File: config.mk
export PLATFORM = sky130hd
export DESIGN_NAME = ir_cmd_scheduler
export DESIGN_NICKNAME = d
export VERILOG_FILES = /design/src/rtl/ir_ctrl_pkg.sv /design/src/rtl/ir_cmd_fifo.sv /design/src/rtl/ir_cmd_scheduler.sv
export SDC_FILE = /design/constraint.sdc
export NUM_CORES = 1
export LEC_CHECK = 0
export ABC_AREA = 0
export CELL_PAD_IN_SITES_DETAIL_PLACEMENT = 1
export CELL_PAD_IN_SITES_GLOBAL_PLACEMENT = 2
export CORE_MARGIN = 5
export CORE_UTILIZATION = 42
export DETAILED_ROUTE_END_ITERATION = 10
export PLACE_DENSITY = 0.9
export SYNTH_ARGS = -nofsm -noshare
export SYNTH_HDL_FRONTEND = slang
export SYNTH_SLANG_ARGS = --single-unit
File: constraint.sdc
create_clock -name clk -period 3.85 [get_ports clk]
set_input_delay 0.9625 -clock clk [delete_from_list [all_inputs] [get_ports clk]]
set_output_delay 0.9625 -clock clk [all_outputs]
set_load 0.005 [all_outputs]
File: src/rtl/ir_ctrl_pkg.sv
// ir_ctrl_pkg: shared types and constants for the IR command scheduler.
package ir_ctrl_pkg;

    typedef enum logic [1:0] {IDLE, CHECK, HOLD} state_t;

    typedef struct packed {
        logic [7:0] cmd;
        logic       rpt;
    } ir_entry_t;

    localparam logic [7:0] CHK_XOR = 8'hFF;

endpackage

File: src/rtl/ir_cmd_fifo.sv
// ir_cmd_fifo: synchronous FIFO of IR command entries with push/pop and full/empty flags.
module ir_cmd_fifo
    import ir_ctrl_pkg::*;
#(
    parameter int DEPTH = 4
) (
    input  logic      clk,
    input  logic      reset_n,
    input  logic      push,
    input  ir_entry_t din,
    input  logic      pop,
    output ir_entry_t dout,
    output logic      full,
    output logic      empty
);

    localparam int AW = $clog2(DEPTH);

    ir_entry_t     mem [DEPTH];
    logic [AW-1:0] wr_ptr, rd_ptr;
    logic [AW:0]   count;
    logic          do_push, do_pop;

    assign empty   = count == '0;
    assign full    = count == (AW+1)'(DEPTH);
    assign do_pop  = pop && !empty;
    // A pop in the same cycle frees a slot, so a full FIFO can still take a push.
    assign do_push = push && (!full || do_pop);
    assign dout    = empty ? '0 : mem[rd_ptr];

    always_ff @(posedge clk or negedge reset_n) begin
        if (!reset_n) begin
            wr_ptr <= '0;
            rd_ptr <= '0;
            count  <= '0;
        end else begin
            if (do_push) begin
                mem[wr_ptr] <= din;
                wr_ptr      <= wr_ptr + AW'(1);
            end
            if (do_pop) rd_ptr <= rd_ptr + AW'(1);
            count <= count + (AW+1)'(do_push) - (AW+1)'(do_pop);
        end
    end

endmodule

File: src/rtl/ir_cmd_scheduler.sv
// ir_cmd_scheduler: validates decoded IR frames, tracks button hold, queues commands.
// Define IR_CMD_AUTOREPEAT_EN to queue a repeat entry for every repeat code seen in HOLD.
module ir_cmd_scheduler
    import ir_ctrl_pkg::*;
#(
    parameter int DEPTH   = 4,
    parameter int HOLD_TO = 1000000,
    parameter int CNT_W   = 8
) (
    input  logic             clk,
    input  logic             reset_n,
    input  logic             frm_valid,
    input  logic [7:0]       frm_cmd,
    input  logic [7:0]       frm_chk,
    input  logic             frm_rpt,
    output logic             dec_clear,
    output logic             cmd_valid,
    output logic [7:0]       cmd_data,
    output logic             cmd_rpt,
    input  logic             cmd_ready,
    output logic [CNT_W-1:0] err_cnt,
    output logic [CNT_W-1:0] drop_cnt,
    output logic             hold_act
);

    localparam int TW = $clog2(HOLD_TO);

    state_t        state, state_nx;
    logic [7:0]    cmd_l, chk_l;
    logic [TW-1:0] timer;
    logic          chk_ok, push, pop, err_inc, drop, full, empty;
    ir_entry_t     push_e, head;
`ifdef IR_CMD_AUTOREPEAT_EN
    logic [7:0]    last_cmd;
`endif

    assign chk_ok    = chk_l == (cmd_l ^ CHK_XOR);
    assign dec_clear = state == CHECK;
    assign hold_act  = state == HOLD;
    assign cmd_valid = !empty;
    assign cmd_data  = head.cmd;
    assign cmd_rpt   = head.rpt;
    assign pop       = cmd_valid && cmd_ready;
    assign drop      = push && full && !pop;

    always_comb begin
        state_nx = state;
        push     = 1'b0;
        push_e   = '{cmd: cmd_l, rpt: 1'b0};
        err_inc  = 1'b0;
        case (state)
            IDLE:  if (frm_valid) state_nx = CHECK;
            CHECK: begin
                push     = chk_ok;
                err_inc  = !chk_ok;
                state_nx = chk_ok ? HOLD : IDLE;
            end
            HOLD: begin
                if (frm_valid) state_nx = CHECK;
                else if (!frm_rpt && timer == TW'(HOLD_TO - 1)) state_nx = IDLE;
`ifdef IR_CMD_AUTOREPEAT_EN
                if (frm_rpt && !frm_valid) begin
                    push   = 1'b1;
                    push_e = '{cmd: last_cmd, rpt: 1'b1};
                end
`endif
            end
            default: state_nx = IDLE;
        endcase
    end

    always_ff @(posedge clk or negedge reset_n) begin
        if (!reset_n) begin
            state    <= IDLE;
            cmd_l    <= '0;
            chk_l    <= '0;
            timer    <= '0;
            err_cnt  <= '0;
            drop_cnt <= '0;
`ifdef IR_CMD_AUTOREPEAT_EN
            last_cmd <= '0;
`endif
        end else begin
            state <= state_nx;
            if (frm_valid && state != CHECK) begin
                cmd_l <= frm_cmd;
                chk_l <= frm_chk;
            end
            if (state == CHECK || (state == HOLD && frm_rpt)) timer <= '0;
            else if (state == HOLD) timer <= timer + TW'(1);
`ifdef IR_CMD_AUTOREPEAT_EN
            if (state == CHECK && chk_ok) last_cmd <= cmd_l;
`endif
            if (err_inc && err_cnt != '1) err_cnt <= err_cnt + CNT_W'(1);
            if (drop && drop_cnt != '1) drop_cnt <= drop_cnt + CNT_W'(1);
        end
    end

    ir_cmd_fifo #(.DEPTH(DEPTH)) u_fifo (
        .clk     (clk),
        .reset_n (reset_n),
        .push    (push),
        .din     (push_e),
        .pop     (pop),
        .dout    (head),
        .full    (full),
        .empty   (empty)
    );

endmodule

## Word level (Yosys, flattened, before mapping)

Memory sizes are Yosys's and may differ from the RTL's.
Cells that the tools add are included.

- Reduce and logical (&&, ||, !) cells: 22
- Bitwise gates (word level): 1
- $add $sub $neg: 7
- Eq/ne operators: 10
- Mux-type cells: 12

Operators by type and width:

| operator | count |
|---|---|
| two-way mux 20 bit | 2 |
| adder 20 x 1 -> 20 bit (second input constant) | 1 |
| == test 20 bit (second input constant) | 1 |
| adder 8 x 1 -> 8 bit (second input constant) | 2 |
| != test 8 bit (second input constant) | 2 |
| logical AND 1 bit | 11 |
| two-way mux 9 bit | 1 |
| == test 8 bit | 1 |
| two-way mux 2 bit | 4 |
| NOT 8 bit | 1 |
| case mux 2 bit (3 select lines) | 1 |
| logical NOT 1 bit | 5 |
| adder 2 x 1 -> 2 bit (second input constant) | 2 |
| two-way mux 1 bit | 4 |
| adder 3 x 1 -> 3 bit | 1 |
| == test 3 bit (second input constant) | 1 |
| logical NOT 3 bit | 1 |
| != test 3 x 2 -> 1 bit (second input constant) | 1 |
| subtractor 3 x 1 -> 3 bit | 1 |
| == test 2 x 1 -> 1 bit (second input constant) | 1 |
| == test 2 bit (second input constant) | 1 |
| logical NOT 2 bit | 1 |
| logical OR 1 bit | 2 |
| != test 2 x 1 -> 1 bit (second input constant) | 1 |
| 3 further kinds | 3 |

- Bits in writable memories: 32
- Logic and storage cells: 62
- Output and inout port bits: 28
- Memories: 1
- Register bits after elaboration: 61

Memory list:

| memory | words | width | read ports | clocked after memory_dff | wr ports | RTL line | text |
|---|---|---|---|---|---|---|---|
| u_fifo.mem | 4 | 8 | 1 | 0 | 1 | ir_cmd_fifo.sv:19 | `ir_entry_t mem [DEPTH];` |

## Longest topological paths before layout

- Word-level depth: 9
- Mapped depth: 9
- Mapped depth without buffers: 8

## Cells and area by module

From an unflattened synthesis, not the netlist that was laid out.

- Cell total of the unflattened synthesis: 329
- Area, all modules: 4357.9 µm²

Modules (own cells, without submodules):

| module | area each (µm²) | cells each | instances |
|---|---|---|---|
| ir_cmd_scheduler | 2577.5 | 236 | 1 |
| ir_cmd_fifo | 1780.5 | 93 | 1 |

## Worst setup path after synthesis

No wires, ideal clock.

- Path type: input to register
- From: input cmd_ready
- To: register u_fifo.count[2]
- Data arrival time: 2.245 ns
- Setup time: 0.123 ns
- Path slack: 1.483 ns
- Required time: 3.727 ns
- Stages on the path: 7
- Buffers on the path: 0
- Cells stage by stage: and2_1 > ha_1 > inv_1 > ha_1 > fa_1 > xor2_1 > xnor2_1

- Longest elaborated chain between the ends: 6

Ends and longest elaborated chain:

| what | RTL line | text |
|---|---|---|
| from (decl) | ir_cmd_scheduler.sv:20 | `input logic cmd_ready,` |
| logical AND 1 bit (*) | ir_cmd_scheduler.sv:43 | `assign pop = cmd_valid && cmd_ready;` |
| logical AND 1 bit (*) | ir_cmd_fifo.sv:26 | `assign do_pop = pop && !empty;` |
| logical OR 1 bit | ir_cmd_fifo.sv:28 | `assign do_push = push && (!full \|\| do_pop);` |
| logical AND 1 bit | ir_cmd_fifo.sv:28 |  |
| adder 3 x 1 -> 3 bit | ir_cmd_fifo.sv:42 | `count <= count + (AW+1)'(do_push) - (AW+1)'(do_pop);` |
| subtractor 3 x 1 -> 3 bit (*) | ir_cmd_fifo.sv:42 |  |
| to (signal assigned) | ir_cmd_fifo.sv:42 |  |
| to (decl) | ir_cmd_fifo.sv:21 | `logic [AW:0] count;` |

Every way passes the cells marked *; elsewhere a longest branch is shown, timed or not.
A chain may end at the register's enable or synchronous reset.

## Worst setup path in the final report

- From: register u_fifo.rd_ptr[0]
- To: output cmd_data[1]

- Longest elaborated chain between the ends: 2

Ends and longest elaborated chain:

| what | RTL line | text |
|---|---|---|
| from (decl) | ir_cmd_fifo.sv:20 | `logic [AW-1:0] wr_ptr, rd_ptr;` |
| from (signal assigned) | ir_cmd_fifo.sv:41 | `if (do_pop) rd_ptr <= rd_ptr + AW'(1);` |
| memory read (4 x 8 bit) | n/a |  |
| two-way mux 9 bit | ir_cmd_fifo.sv:29 | `assign dout = empty ? '0 : mem[rd_ptr];` |
| to (decl) | ir_cmd_scheduler.sv:18 | `output logic [7:0] cmd_data,` |

No other way between the ends.

==> results.tsv <==
metric	value	unit
synth-compound-area-share	0.02332	
synth_top_family_by_area	simple AND/OR/NAND/NOR gates	
yosys_warnings	0	
place_ws	660.7	ps
yosys_most_used_dff	dfrtp_1	
routed_wl	9.031	mm
synthArstFlopShare	0.6559	
max_freq	0.3088	GHz
r2r-start	u_fifo.count[0]	
fin_cells	506	
antenna_found_initial	0	
end_kind	primary output	
ys_types	46	
grt_first_pass_wirelength	15.32	mm
leakage	0.002000	uW
wl_per_cell	17.85	um
grt_pass1_vias	2965	
whs	431.1	ps
fin_area	5022	um^2
drtPass1Iterations	4	
crit_start	u_fifo.rd_ptr[0]	
die_y	110.5	um
synth_edf_count	32	
final_common_cell	dfrtp_1	
synth-seq-area-share	0.5868	
drcViolationCount	0	
synthCells	319	
multi_input_area	1663	um^2
antenna_left	0	
syn_area_per_cell	13.29	um^2
synth_fp_nets	350	
worst_pin_slew	707.6	ps
drive_gt1_frac	0.1501	
skew	11.64	ps
cts_tree	yes	
cts.clk_slew.worst_paths	100	ps
clock_sinks	93	
ir_drop	0.2645	mV
regArea	2487	um^2
crit_type	reg2out	
insertion_delay	370	ps
reg2regPathDepth	8	
synth-adder-area-share	0.03129	
cts_buffers	9	
layout_common_cells	61 x dfrtp_1, 46 x clkdlybuf4s50_1, 32 x edfxtp_1	
cts.repair.resized	0	
period_share	0.8410	
setup_slack	612.1	ps
rows	36	
cts_hold_buf	0	
drv_cap	0	
viasPerCell	5.204	
dpl_cell_area	4823	um^2
diodes	0	
initial_core_util	0.4317	
finalHoldViolations	0	
rsz0062_at_grt	no	
dp_hpwl	6.534	mm
powerDensity	499.0	nW/um^2
grt_max_degree	57	
post-cts-setup-buffers	0	
ios	49	
startpoint_type	register	
die_area	12200	um^2
io_buffers	47	
drt_iter0_drc	86	
dp.cells	490	
r2r_slack	1320	ps
overflow	0	
routabilityCongestion	0.7636	
regToRegEndpoint	u_fifo.count[2]	
crit_arrival	2280	ps
root_buffer	clkbuf_8	
drv_slew	0	
area_growth	18.48	%
setup_tns	0	ps
outcome	complete, no violations	
clockBufferDepth	2	
core	9819	um^2
crit_required	2890	ps
dieWidth	110.5	um
synth-xor-area-share	0.09238	
fill_cells	1048	
setup_viol	0	
period_needed	3238	ps
grt_use_total	0.1566	
nets	399	
synth-seq-cells	93	
muxShareOfSynthArea	0.09298	
yosys.area_share.simple	0.1514	
relSlewSlack	0.5239	
htree_levels	3	
min_path_type	in2async	
worstPathMaxFanout	10	
syn_area	4239	um^2
num_vias	2633	
-- Yosys cell counts (2+ instances only) --
cell type  instances  share of area
mux2_2            18          0.048
nor2_1            20          0.018
and3_1             9          0.013
dfrtp_1           61           0.36
and2_1             9          0.013
and4_1             3         0.0062
inv_1              8         0.0071
xor2_2             2         0.0077
or3_1              3         0.0044
xnor2_1           15          0.031
ha_1               9          0.027
o21ai_0            3         0.0035
mux4_2             8          0.043
nor2b_1            2         0.0030
a41oi_1            2         0.0041
nor3_2             4         0.0094
xor2_1            26          0.054
buf_4              2         0.0035
edfxtp_1          32           0.23
nor3_1             4         0.0047
nand3_1           17          0.020
clkbuf_1           5         0.0044
a22o_1             2         0.0041
a21oi_1            2         0.0024
nand2b_1           2         0.0030
nand2_1           18          0.016
nor4b_2            2         0.0071
nor4_1             4         0.0059
buf_2              2         0.0024
nand4_1            9          0.013
-- cell type report --
type,instances,share of cell area
clock buffer,9,0.02466
multi-input combinational,207,0.3311
tap,133,0.03313
clock inverter,7,0.01495
timing repair buffer,48,0.09417
inverter,9,0.006726
sequential,93,0.4953
-- through the flow --
| stage | total power (uW) | util |
|---|---|---|
| floorplan | 1587 | - |
| global placement | 1857 | 0.4912 |
| detailed placement | 1901 | 0.4912 |
| CTS | 2550 | 0.5115 |
| global route | 2659 | 0.5115 |
| finish | 2506 | 0.5115 |
-- worst max-delay path, cell delays in order (launching register included) --
cell,delay [ps]
dfrtp_1,720
mux4_2,570
and2_1,170
clkdlybuf4s50_1,450
-- kinds of logic (layout without fill, tap and decap cells) --
logic type               Yosys count  after routing
AO/OA/AOI/OAI                     14             14
flip-flops                        93             93
multiplexers                      27             27
AND/OR/NAND/NOR                  112            112
XOR/XNOR                          43             43
adder cells (fa/ha/maj)           10             10
buffers and inverters             19             73
other                              1              1
-- sequential cells by signal, indices dropped and copies added, names as in the netlist --
name / cells
u_fifo.mem: 32
timer: 20
chk_l: 8
cmd_l: 8
drop_cnt: 8
err_cnt: 8
u_fifo.count: 3
state: 2
u_fifo.rd_ptr: 2
u_fifo.wr_ptr: 2
-- worst max-delay path by stage --
stage / to / depth (start not counted)
2_1_floorplan: u_fifo.count[2] / 7
3_5_place_dp: u_fifo.count[2] / 7
4_1_cts: cmd_data[1] / 3
6_report: cmd_data[1] / 3
5_1_grt: cmd_data[1] / 3
3_3_place_gp: drop_cnt[7] / 6
-- layer usage --
layer / track usage / vias to the layer above / wire length [um]
li1: - / 1231 / -
met1: 0.1957 / 1359 / 3922
met2: 0.2690 / 38 / 4670
met3: 0.03775 / 5 / 344
met4: 0.04762 / 0 / 93
met5: 0 / - / 0
-- report_power, final --
part | switching [uW] | internal, uW | leakage [uW] | total [uW]
clock network | 390 | 255 | 0.0000968 | 645
registers | 150 | 1120 | 0.00107 | 1270
logic | 213 | 377 | 0.000828 | 590
total | 752 | 1750 | 0.00200 | 2510
No activity file was read; power rests on OpenSTA's default activity.
